File: src/rtl/sar_ctrl_pkg.sv
// Shared state encoding and width helpers for the SAR conversion controller.
package sar_ctrl_pkg;

    typedef enum logic [2:0] {
        ST_IDLE    = 3'd0,
        ST_GO_WAIT = 3'd1,
        ST_CAPTURE = 3'd2,
        ST_RELEASE = 3'd3,
        ST_DONE    = 3'd4
    } sar_state_e;

    localparam int NBITS_DEF       = 8;
    localparam int OSR_MAX_DEF     = 4;
    localparam int TIMEOUT_CYC_DEF = 64;

    // The accumulator must hold 2^OSR_MAX full-scale samples without wrapping.
    function automatic int acc_width(input int nbits, input int osr_max);
        return nbits + osr_max;
    endfunction

    // The sample counter must reach 2^OSR_MAX itself, hence one extra bit.
    function automatic int cnt_width(input int osr_max);
        return osr_max + 1;
    endfunction

    function automatic int tmo_width(input int timeout_cyc);
        return (timeout_cyc > 1) ? $clog2(timeout_cyc) : 1;
    endfunction

    localparam int ACC_W_DEF = acc_width(NBITS_DEF, OSR_MAX_DEF);
    localparam int CNT_W_DEF = cnt_width(OSR_MAX_DEF);
    localparam int TMO_W_DEF = tmo_width(TIMEOUT_CYC_DEF);

endpackage

File: src/rtl/sar_ctrl_outreg.sv
// One-entry output holding register with ready/valid handshake and sticky
// overrun flag for results that arrive while unread data is still held.
module sar_ctrl_outreg
    import sar_ctrl_pkg::*;
#(
    parameter int NBITS = NBITS_DEF
) (
    input  logic             clk_i,
    input  logic             rst_i,
    input  logic             load_i,
    input  logic [NBITS-1:0] data_i,
    input  logic             ready_i,
    input  logic             clr_err_i,
    output logic [NBITS-1:0] dout_o,
    output logic             dout_valid_o,
    output logic             overrun_o
);

    logic [NBITS-1:0] dout_q, dout_d;
    logic             valid_q, valid_d;
    logic             ovr_q, ovr_d;
    logic             accept, drop;

    always_comb begin
        accept  = load_i && (!valid_q || ready_i);
        drop    = load_i && valid_q && !ready_i;
        dout_d  = dout_q;
        valid_d = valid_q;
        ovr_d   = ovr_q;

        if (accept) begin
            dout_d  = data_i;
            valid_d = 1'b1;
        end else if (valid_q && ready_i) begin
            valid_d = 1'b0;
        end

        // A drop in the same cycle as a clear must leave the flag set.
        if (drop) begin
            ovr_d = 1'b1;
        end else if (clr_err_i) begin
            ovr_d = 1'b0;
        end
    end

    always_ff @(posedge clk_i) begin
        if (rst_i) begin
            dout_q  <= '0;
            valid_q <= 1'b0;
            ovr_q   <= 1'b0;
        end else begin
            dout_q  <= dout_d;
            valid_q <= valid_d;
            ovr_q   <= ovr_d;
        end
    end

    assign dout_o       = dout_q;
    assign dout_valid_o = valid_q;
    assign overrun_o    = ovr_q;

endmodule

File: src/rtl/sar_conv_ctrl.sv
// SAR ADC conversion controller: drives GO/VALID handshakes, averages 2^OSR
// samples per block and hands each average to a one-entry output register.
//   state    | meaning
//   IDLE     | waiting for EN or TRIG
//   GO_WAIT  | ADC_GO high, waiting for VALID, timeout counting down
//   CAPTURE  | add ADC_RESULT into accumulator, bump sample count
//   RELEASE  | wait for VALID low, then next sample or finish block
//   DONE     | present average to output register
module sar_conv_ctrl
    import sar_ctrl_pkg::*;
#(
    parameter int NBITS       = NBITS_DEF,
    parameter int OSR_MAX     = OSR_MAX_DEF,
    parameter int TIMEOUT_CYC = TIMEOUT_CYC_DEF
) (
    input  logic             clk_i,
    input  logic             rst_i,
    input  logic             en_i,
    input  logic             trig_i,
    input  logic [2:0]       osr_i,
    input  logic             clr_err_i,
    output logic             adc_go_o,
    input  logic             adc_valid_i,
    input  logic [NBITS-1:0] adc_result_i,
    output logic [NBITS-1:0] dout_o,
    output logic             dout_valid_o,
    input  logic             dout_ready_i,
    output logic             busy_o,
    output logic             err_timeout_o,
    output logic             overrun_o
);

    localparam int ACC_W = acc_width(NBITS, OSR_MAX);
    localparam int CNT_W = cnt_width(OSR_MAX);
    localparam int TMO_W = tmo_width(TIMEOUT_CYC);

    localparam logic [TMO_W-1:0] TMO_LOAD  = TMO_W'(TIMEOUT_CYC - 1);
    localparam logic [2:0]       OSR_MAX_L = 3'(OSR_MAX);

    sar_state_e       state_q, state_d;
    logic [2:0]       osr_q, osr_d;
    logic [ACC_W-1:0] acc_q, acc_d;
    logic [CNT_W-1:0] cnt_q, cnt_d;
    logic [TMO_W-1:0] tmo_q, tmo_d;
    logic             err_tmo_q, err_tmo_d;

    logic [2:0]       osr_clamped;
    logic [CNT_W-1:0] cnt_target;
    logic             done_load;
    logic             tmo_evt;
    logic [NBITS-1:0] avg;

    assign osr_clamped = (osr_i > OSR_MAX_L) ? OSR_MAX_L : osr_i;
    assign cnt_target  = CNT_W'(1) << osr_q;
    assign avg         = NBITS'(acc_q >> osr_q);

    always_comb begin
        state_d   = state_q;
        osr_d     = osr_q;
        acc_d     = acc_q;
        cnt_d     = cnt_q;
        tmo_d     = tmo_q;
        done_load = 1'b0;
        tmo_evt   = 1'b0;

        case (state_q)
            ST_IDLE: begin
                if ((en_i || trig_i) && !adc_valid_i) begin
                    state_d = ST_GO_WAIT;
                    osr_d   = osr_clamped;
                    acc_d   = '0;
                    cnt_d   = '0;
                    tmo_d   = TMO_LOAD;
                end
            end
            ST_GO_WAIT: begin
                // A VALID arriving on the terminal cycle still counts as a sample.
                if (adc_valid_i) begin
                    state_d = ST_CAPTURE;
                end else if (tmo_q == '0) begin
                    tmo_evt = 1'b1;
                    state_d = ST_IDLE;
                    acc_d   = '0;
                    cnt_d   = '0;
                end else begin
                    tmo_d = tmo_q - 1'b1;
                end
            end
            ST_CAPTURE: begin
                acc_d   = acc_q + ACC_W'(adc_result_i);
                cnt_d   = cnt_q + 1'b1;
                state_d = ST_RELEASE;
            end
            ST_RELEASE: begin
                if (!adc_valid_i) begin
                    tmo_d   = TMO_LOAD;
                    state_d = (cnt_q < cnt_target) ? ST_GO_WAIT : ST_DONE;
                end
            end
            ST_DONE: begin
                done_load = 1'b1;
                if (en_i) begin
                    state_d = ST_GO_WAIT;
                    osr_d   = osr_clamped;
                    acc_d   = '0;
                    cnt_d   = '0;
                    tmo_d   = TMO_LOAD;
                end else begin
                    state_d = ST_IDLE;
                end
            end
            default: begin
                state_d = ST_IDLE;
            end
        endcase

        err_tmo_d = err_tmo_q;
        if (tmo_evt) begin
            err_tmo_d = 1'b1;
        end else if (clr_err_i) begin
            err_tmo_d = 1'b0;
        end
    end

    always_ff @(posedge clk_i) begin
        if (rst_i) begin
            state_q   <= ST_IDLE;
            osr_q     <= '0;
            acc_q     <= '0;
            cnt_q     <= '0;
            tmo_q     <= '0;
            err_tmo_q <= 1'b0;
        end else begin
            state_q   <= state_d;
            osr_q     <= osr_d;
            acc_q     <= acc_d;
            cnt_q     <= cnt_d;
            tmo_q     <= tmo_d;
            err_tmo_q <= err_tmo_d;
        end
    end

    assign adc_go_o      = (state_q == ST_GO_WAIT);
    assign busy_o        = (state_q != ST_IDLE);
    assign err_timeout_o = err_tmo_q;

    sar_ctrl_outreg #(
        .NBITS (NBITS)
    ) u_outreg (
        .clk_i        (clk_i),
        .rst_i        (rst_i),
        .load_i       (done_load),
        .data_i       (avg),
        .ready_i      (dout_ready_i),
        .clr_err_i    (clr_err_i),
        .dout_o       (dout_o),
        .dout_valid_o (dout_valid_o),
        .overrun_o    (overrun_o)
    );

endmodule

File: config.mk
export PLATFORM = sky130hd
export DESIGN_NAME = sar_conv_ctrl
export DESIGN_NICKNAME = d
export VERILOG_FILES = /design/src/rtl/sar_ctrl_pkg.sv /design/src/rtl/sar_ctrl_outreg.sv /design/src/rtl/sar_conv_ctrl.sv
export SDC_FILE = /design/constraint.sdc
export NUM_CORES = 1
export LEC_CHECK = 0
export BUFFER_PORTS_ARGS = -buffer_cell sky130_fd_sc_hd__buf_2
export CAP_MARGIN = 5
export CORE_MARGIN = 2
export CORE_UTILIZATION = 55
export CTS_CLUSTER_DIAMETER = 80
export DETAILED_ROUTE_END_ITERATION = 10
export PLACE_DENSITY_LB_ADDON = 0.25
export SYNTH_ARGS = -nofsm -noshare
export SYNTH_HDL_FRONTEND = slang
export SYNTH_HIERARCHICAL = 1
export SYNTH_SLANG_ARGS = --single-unit
File: constraint.sdc
create_clock -name clk_i -period 3.7 [get_ports clk_i]
set_clock_uncertainty 0.1 [all_clocks]
set_input_delay 0.74 -clock clk_i [delete_from_list [all_inputs] [get_ports clk_i]]
set_output_delay 0.74 -clock clk_i [all_outputs]
set_load 0.02 [all_outputs]
; ---- Yosys cells after proc, flatten, opt, wreduce, memory -nomap -nowiden
; Cells that the tools add are included.
[totals]
out_inout_bits = 13
inputBits = 18
elab_cells = 86
reg_bits = 40
[classes]
n_eq_ne = 11
n_mux = 36
n_addsub = 3
shift = 2
reduce_logical = 23
magnitude_cmp = 2
[ops]
columns = operator, n
row1 = 2-to-1 mux 12 bit, 4
row2 = case mux 12 bit (4 select lines), 1
row3 = 2-to-1 mux 6 bit, 5
row4 = 2-to-1 mux 3 bit, 8
row5 = case mux 6 bit (4 select lines), 1
row6 = 2-to-1 mux 5 bit, 4
row7 = case mux 5 bit (4 select lines), 1
row8 = case mux 3 bit (5 select lines), 1
row9 = adder 12 x 8 -> 12 bit, 1
row10 = >> shifter 12 x 3 -> 8 bit, 1
row11 = 2-to-1 mux 1 bit, 10
row12 = inequality test 2 bit (second input constant), 5
row13 = nonzero test 2 bit, 4
row14 = nonzero test 4 bit, 2
row15 = equality test 3 x 2 -> 1 bit (second input constant), 2
row16 = logical NOT 6 bit, 1
row17 = case mux 3 bit (2 select lines), 1
row18 = AND reduction 3 bit, 2
row19 = AND reduction 6 bit, 1
row20 = subtractor 6 x 1 -> 6 bit (second input constant), 1
row21 = adder 5 x 1 -> 5 bit (second input constant), 1
row22 = logical AND 1 bit, 5
row23 = less-than comparator 5 bit, 1
row24 = AND reduction 5 bit, 1
row25 = 10 further kinds, 13

; ---- Longest topological paths before layout
; Gate-level depths: netlist (run 1).
[logic_depth]
depth_word = 5
mapped_depth = 9
ltp_nobuf = 8

; ---- Modules after synthesis
; The synthesis (run 1) kept the hierarchy.
[modules_own_cells]
columns = module, cells_per_inst, instances, seq_area_each_um2, area_per_inst_um2
row1 = sar_conv_ctrl, 283, 1, 600.6, 2279.7
row2 = sar_ctrl_outreg, 43, 1, 200.2, 441.7

; ---- Worst setup path before layout (run 1)
; OpenSTA, ideal clock, no wires.
[synth_timing]
kind = register to register
startpoint = register osr_q[0]
endpoint = register state_q[0]
arrival_time_ps = 2146
path_stages_with_launch = 10
synth_period_minus_slack_ps = 2382
setup_time_ps = 136
required_ps = 3464
n_path_buf = 1
path_slack_ps = 1318
path_cell_list = dfxtp_1 clkbuf_1 clkinv_1 or3_1 ha_1 o41a_1 o2111ai_1 and3_1 a311oi_1 a211oi_1
[synth_between]
elab_chain_len = 5
[synth_lines]
columns = item, line_no
row1 = start: declaration, sar_conv_ctrl.sv:41  ; logic [2:0] osr_q, osr_d;
row2 = start signal: assignment, sar_conv_ctrl.sv:135  ; osr_q <= osr_d;
row3 = << shifter 1 x 3 -> 5 bit, sar_conv_ctrl.sv:54  ; assign cnt_target = CNT_W'(1) << osr_q;
row4 = less-than comparator 5 bit, sar_conv_ctrl.sv:97  ; state_d = (cnt_q < cnt_target) ? ST_GO_WAIT : ST_DONE;
row5 = 2-to-1 mux 3 bit, sar_conv_ctrl.sv:97
row6 = 2-to-1 mux 3 bit, sar_conv_ctrl.sv:95  ; if (!adc_valid_i) begin
row7 = case mux 3 bit (5 select lines), sar_conv_ctrl.sv:66  ; case (state_q)
row8 = end signal: assignment, sar_conv_ctrl.sv:134  ; state_q <= state_d;
row9 = end: declaration, sar_conv_ctrl.sv:40  ; sar_state_e state_q, state_d;
; Every way passes these cells. The select of a mux whose other input is x is not followed.
; A chain may end at the register's enable or synchronous reset.

; ---- Worst setup path in the final report (run 1)
; Same ends and word-level chain as after synthesis.

==> results of run 1 <==
final timing paths:
kind                            from                 end  slack, ns
setup / recovery            osr_q[0]          state_q[0]       0.84
hold / removal    u_outreg/dout_o[4]  u_outreg/dout_o[4]       0.37
setup reg to reg            osr_q[0]          state_q[0]       0.84
hold reg to reg   u_outreg/dout_o[4]  u_outreg/dout_o[4]       0.37
power groups by stage:
stage | registers, uW | logic [uW] | clock network (uW)
floorplan | 504 | 296 | 0
detailed placement | 532 | 335 | 0
global route | 530 | 378 | 423
global placement | 531 | 328 | 0
finish | 523 | 337 | 392
CTS | 522 | 337 | 403
cells in the mapped netlist (4+ instances only):
library cell  instances  area, um2
a21oi_1              24        120
a22oi_1               4       30.0
buf_2                 4       20.0
clkbuf_1              9       33.8
dfxtp_1              40        801
ha_1                 15        188
inv_1                13       48.8
mux2i_1              19        190
nand2_1              33        124
nand2b_1             22        138
nand3_1              10       50.1
nand3b_1              5       37.5
nor2_1               27        101
nor2b_1               6       37.5
o21ai_0              20        100
or3_1                 7       43.8
xnor2_1               6       52.6
through the flow:
step / std cells / area [um2] / total power, uW
5_1_grt: 414 / 2990 / 1330
2_1_floorplan: 326 / 2720 / 801
3_3_place_gp: 406 / 2870 / 860
3_5_place_dp: 406 / 2870 / 867
6_report: 414 / 2990 / 1250
4_1_cts: 414 / 2990 / 1260
worst max-delay path, delay by kind of cell (launching register included):
family | cells | cell delay (ns)
AO/OA/AOI/OAI | 4 | 0.61
adder cells (fa/ha/maj) | 1 | 0.31
buffers and inverters | 1 | 0.39
flip-flops | 1 | 0.65
AND/OR/NAND/NOR | 2 | 0.65
kinds of logic after synthesis:
kind of cell             share of synthesized area
AND/OR/NAND/NOR                              0.269
AO/OA/AOI/OAI                                0.203
flip-flops                                   0.294
buffers and inverters                       0.0515
multiplexers                                0.0864
adder cells (fa/ha/maj)                     0.0763
XOR/XNOR                                    0.0193
per-layer routing:
metal | share of wire | GRT usage
met1 | 0.50 | 0.313
met2 | 0.44 | 0.330
met3 | 0.049 | 0.0528
met4 | 0.0034 | 0.0516
met5 | 0 | 0
flip-flops by register name (all words and copies together), names as in the netlist:
name                   flops
cnt_q                      5
u_outreg/dout_o            8
acc_q                     12
tmo_q                      6
u_outreg/dout_valid_o      1
state_q                    3
err_timeout_o              1
osr_q                      3
u_outreg/overrun_o         1
area by class of cell:
cell class | instances | area, um2
inverters | 14 | 52.6
fillers | 445 | 1760
multi-input cells | 255 | 1780
clock inverters | 1 | 30.0
repair buffers | 30 | 150
clock buffers | 7 | 96.3
flip-flops and latches | 40 | 801
well taps | 67 | 83.8
==> impl_metrics.py, run 1 <==
metrics = {
    "final_layout": {
        "layout_common_cells": "dfxtp_1 (40), nand2_1 (33), buf_2 (30)",
        "diodes": 0,
        "layout_commonest_cell": "dfxtp_1",
        "drive_gt1_frac": 0.159,
        "final_net_count": 380,
        "final_core_util": 0.630,
        "syn2layout_area_growth_pct": 10.0,
    },
    "clock_network": {
        "cts_resized": 0,
        "h-tree-depth": 2,
        "clock-sinks": 40,
        "cts_buffer_depth": 2,
        "cts_tree": "built",
        "cts_buffers": 5,
        "clock_latency_ns": 0.29,
        "postCtsSetupBuffers": 0,
        "root_buffer": "clkbuf_8",
        "cts.clk_slew.worst_paths_ns": 0.08,
        "cts_hold_buf": 0,
    },
    "global_route": {
        "grt_pass1_vias": 2053,
        "grt_pass1_wl_um": 9490,
        "grt_overflow": 0,
        "grt_usage": 0.217,
        "antenna_found_initial": 0,
        "grt_max_degree": 50,
    },
    "job": {
        "maxCapViolations": 0,
    },
    "synth": {
        "ys_warn_count": 6,
        "synth_flop_cell": "dfxtp_1",
        "syn_avg_cell_area_um2": 8.35,
        "async_reset_ff_frac": 0,
        "ys_ff_latch": 40,
        "syn_nets": 360,
        "yosysUniqueCellTypes": 59,
        "synth.cell_area_um2": 2720,
        "syn_inst": 326,
        "synth_edf_count": 0,
        "seq_area_frac_synth": 0.294,
    },
    "setup_path": {
        "cp.required_ns": 3.75,
        "reg2regPathDepth": 8,
        "crit_fanout": 16,
        "crit_chain": "clkinv_1 -> or3_1 -> ha_1 -> o41a_1 -> o2111ai_1 -> and3_1 -> a311oi_1 -> a211oi_1",
        "slowest_stage": "dfxtp_1",
        "arrival_ns": 2.90,
        "crit_type": "register to register",
        "slowest_delay_ns": 0.65,
        "cp-start-kind": "register",
        "endpoint_kind": "register",
    },
    "timing": {
        "fmax_ghz": 0.350,
        "tightest_slew_ns": 0.911,
        "finalWorstSetupSlack_ns": 0.843,
        "max-slew-margin-rel": 0.391,
        "worst_hold_slack_ns": 0.369,
        "slew_viol_final": 0,
        "hold_viol_final": 0,
        "fin_crit_ns": 2.86,
        "fin_crit_sh": 0.772,
        "setup-violations-final": 0,
        "setup_tns_ns": 0,
        "rsz0062_at_grt": "no",
    },
    "route": {
        "drc": 0,
        "drt-initial-drc-count": 188,
        "via_count": 2332,
        "wl_per_cell_um": 13.5,
        "antenna_left": 0,
        "drt-total-wl_um": 5600,
        "drtPass1Iterations": 4,
        "vias_per_cell": 5.63,
    },
    "power_and_ir_drop": {
        "pwr-share-comb": 0.269,
        "power_frac_seq": 0.418,
        "swShare": 0.324,
        "leakagePower_uw": 0.00117,
        "ir_drop_v": 0.000254,
        "internal_power_uw": 847,
        "powerDensity_nw_per_um2": 418,
        "clkPwrFrac": 0.313,
        "p_sw_uw": 406,
    },
    "die": {
        "die-area_um2": 5530,
        "core_um2": 4750,
        "start_util": 0.572,
        "ioPinCount": 31,
        "die_width_um": 74.3,
        "num_rows": 25,
        "fp.dieH_um": 74.3,
    },
    "placement": {
        "dp_hpwl_um": 3970,
        "routabilityCongestion": 0.823,
        "io_buffers": 30,
        "pre_cts_ws_ns": 0.949,
    },
    "outcome": {
        "outcome": "complete, no violations",
    },
    "worst_hold_path": {
        "hold_depth": 2,
        "min_path_type": "register to register",
    },
}
(Power assumes the default switching activity.)
==> run 2: changes to the inputs <==
--- a/config.mk
+++ b/config.mk
@@ -5,10 +5,11 @@
 export SDC_FILE = /design/constraint.sdc
 export NUM_CORES = 1
 export LEC_CHECK = 0
+export ABC_AREA = 1
 export BUFFER_PORTS_ARGS = -buffer_cell sky130_fd_sc_hd__buf_2
 export CAP_MARGIN = 5
 export CORE_MARGIN = 2
-export CORE_UTILIZATION = 55
+export CORE_UTILIZATION = 53
 export CTS_CLUSTER_DIAMETER = 80
 export DETAILED_ROUTE_END_ITERATION = 10
 export PLACE_DENSITY_LB_ADDON = 0.25
==> constraint.sdc (replaced) <==
create_clock -name clk_i -period 2.6 [get_ports clk_i]
set_clock_uncertainty 0.1 [all_clocks]
set_input_delay 0.52 -clock clk_i [delete_from_list [all_inputs] [get_ports clk_i]]
set_output_delay 0.52 -clock clk_i [all_outputs]
set_load 0.02 [all_outputs]
==> impl_metrics.py, run 2 <==
metrics = {
    "outcome": {
        "outcome": "complete, no violations",
    },
    "synth": {
        "synth_area_leader_cell": "dfxtp_1",
        "yosysUniqueCellTypes": 36,
        "synth-simple-area-share": 0.382,
        "synth_edf_count": 0,
        "syn_avg_cell_area_um2": 6.43,
        "synth_most_common_cell": "nand2_1",
        "synth.cell_area_um2": 2840,
        "synth_flop_cell": "dfxtp_1",
        "synth_commonest_cells": "nand2_1 (114), nand3_1 (52), inv_1 (50)",
        "synth_top_family_by_area": "simple AND/OR/NAND/NOR gates",
        "synth_compound_area_frac": 0.147,
        "syn_nets": 475,
        "synthAdderAreaFrac": 0.0732,
        "synth_top_area_share": 0.282,
        "synth_mux_area_frac": 0.00706,
        "seq_area_frac_synth": 0.282,
        "ys_warn_count": 6,
        "ys_ff_latch": 40,
        "async_reset_ff_frac": 0,
        "ys_top_cells_by_area": "dfxtp_1 (28%), nand2_1 (15%), nand3_1 (9.2%), a21oi_1 (6.7%), ha_1 (6.6%)",
        "syn_inst": 441,
        "synth_xor_area_frac": 0.00618,
    },
    "setup_path": {
        "arrival_ns": 2.16,
        "crit_fanout": 13,
        "reg2reg_slack_ns": 0.57,
        "cp.required_ns": 2.73,
        "r2r_end": "state_q[0]",
        "crit_type": "register to register",
        "reg2regPathDepth": 10,
        "rr_startpoint": "osr_q[2]",
        "endpoint_kind": "register",
        "cp-start-kind": "register",
    },
    "placement": {
        "routabilityCongestion": 0.851,
        "place_area_um2": 3010,
        "pre_cts_ws_ns": 0.510,
        "io_buffers": 30,
        "dp_hpwl_um": 4700,
    },
    "timing": {
        "fmax_ghz": 0.492,
        "rsz0062_at_grt": "no",
        "hold_viol_final": 0,
        "tightest_slew_ns": 0.397,
        "setup-violations-final": 0,
        "setup_tns_ns": 0,
        "fin_crit_ns": 2.03,
        "fin_crit_sh": 0.782,
        "max-slew-margin-rel": 0.735,
        "finalWorstSetupSlack_ns": 0.567,
        "slew_viol_final": 0,
    },
    "die": {
        "fp.dieH_um": 77.2,
        "core_um2": 5140,
        "start_util": 0.552,
        "ioPinCount": 31,
        "die_width_um": 77.2,
        "die-area_um2": 5950,
        "num_rows": 26,
    },
    "final_layout": {
        "drive_gt1_frac": 0.150,
        "diodes": 0,
        "layout_common_cells": "nand2_1 (114), nand3_1 (52), inv_1 (50)",
        "final_core_util": 0.604,
        "final_net_count": 501,
        "final_cell_area_um2": 3100,
        "largest_reg_flops": 12,
        "syn2layout_area_growth_pct": 9.40,
        "layout_commonest_cell": "nand2_1",
        "top_register": "acc_q",
    },
    "clock_network": {
        "cts_buffers": 5,
        "clock-sinks": 40,
        "postCtsSetupBuffers": 0,
        "cts_hold_buf": 0,
        "root_buffer": "clkbuf_8",
        "cts_tree": "built",
        "cts.clk_slew.worst_paths_ns": 0.08,
        "clock_latency_ns": 0.30,
        "cts_buffer_depth": 2,
        "h-tree-depth": 2,
        "cts_resized": 0,
    },
    "power_and_ir_drop": {
        "ir_drop_v": 0.000527,
        "leakagePower_uw": 0.00145,
        "powerDensity_nw_per_um2": 712,
    },
    "route": {
        "wl_per_cell_um": 11.6,
        "drtPass1Iterations": 5,
        "via_count": 2849,
        "drt-initial-drc-count": 182,
        "drt-total-wl_um": 6220,
        "antenna_left": 0,
        "drc": 0,
        "vias_per_cell": 5.30,
    },
    "worst_hold_path": {
        "holdCritStartpoint": "osr_i[1]",
        "hold_depth": 3,
        "holdPathEnd": "osr_q[1]",
        "min_path_type": "primary input to register",
    },
    "global_route": {
        "grt_pass1_wl_um": 11100,
        "grt_pass1_vias": 2611,
        "grt_overflow": 0,
        "antenna_found_initial": 0,
        "grt_usage": 0.222,
        "grt_max_degree": 19,
    },
    "job": {
        "maxCapViolations": 0,
    },
}
-- run 2: cell count changes in the layout (fill, tap and decap cells not counted), sizes merged, moves of 5 or more --
cell    before  now
xnor2        6    1
o21ai       20   25
nand3       10   53
inv         13   53
mux2i       19    2
a21oi       24   42
nand2b      22    0
or2          2    7
nor2        27   43
nand2       33  122
nor2b        8    1
nand4        1    6
or3          7    0
-- run 2: worst max path at each step --
stage | slack (ns) | cells after the start | endpoint | start
floorplan | 0.64 | 12 | state_q[0] | osr_q[2]
global placement | 0.59 | 12 | acc_q[8] | adc_result_i[0]
detailed placement | 0.51 | 12 | acc_q[8] | adc_result_i[0]
CTS | 0.58 | 10 | state_q[0] | osr_q[2]
global route | 0.39 | 10 | state_q[0] | osr_q[2]
finish | 0.57 | 10 | state_q[0] | osr_q[2]
-- run 2: layout make-up --
| type | count | area [um2] |
|---|---|---|
| Fill cell | 541 | 2040 |
| Sequential cell | 40 | 801 |
| Inverter | 53 | 199 |
| Timing Repair Buffer | 33 | 173 |
| Clock buffer | 6 | 82.6 |
| Multi-Input combinational cell | 334 | 1750 |
| Clock inverter | 2 | 15.0 |
| Tap cell | 70 | 87.6 |
-- run 2: cell families after synthesis --
group           count (synthesis)
compound gates                 76
flops                          40
simple gates                  238
xor+xnor                        2
mux                             2
fa+ha+maj                      16
buf+inv                        67
-- run 2: critical path, stage by stage, from the launching register on --
cell	delay, ns
dfxtp_1	0.40
inv_1	0.31
nand3_1	0.14
ha_1	0.31
nand2_1	0.07
inv_1	0.04
o21bai_1	0.12
nand3_1	0.13
o21ai_0	0.17
nand2_1	0.07
a21oi_1	0.12
-- run 2: through the flow --
step,std cells,hold slack [ns],power [uW]
floorplan,441,0.353,1590
global placement,530,0.349,1740
detailed placement,530,0.352,1760
CTS,538,0.348,2220
global route,538,0.355,2410
finish,538,0.352,2210
-- run 2: power breakdown --
group / total [uW] / switching [uW] / leakage, uW / internal, uW
clock network: 452 / 237 / 0.0000434 / 215
registers: 787 / 95.4 / 0.000325 / 691
logic: 972 / 633 / 0.00109 / 338
-- run 2: metal layers --
layer | share of wire | track usage | vias to the layer above | wire [um]
met5 | 0 | 0 | - | 0
met4 | 0.0067 | 0.0500 | 0 | 42
met3 | 0.041 | 0.0388 | 6 | 254
met2 | 0.48 | 0.381 | 62 | 3000
met1 | 0.47 | 0.291 | 1292 | 2930
li1 | - | - | 1489 | -
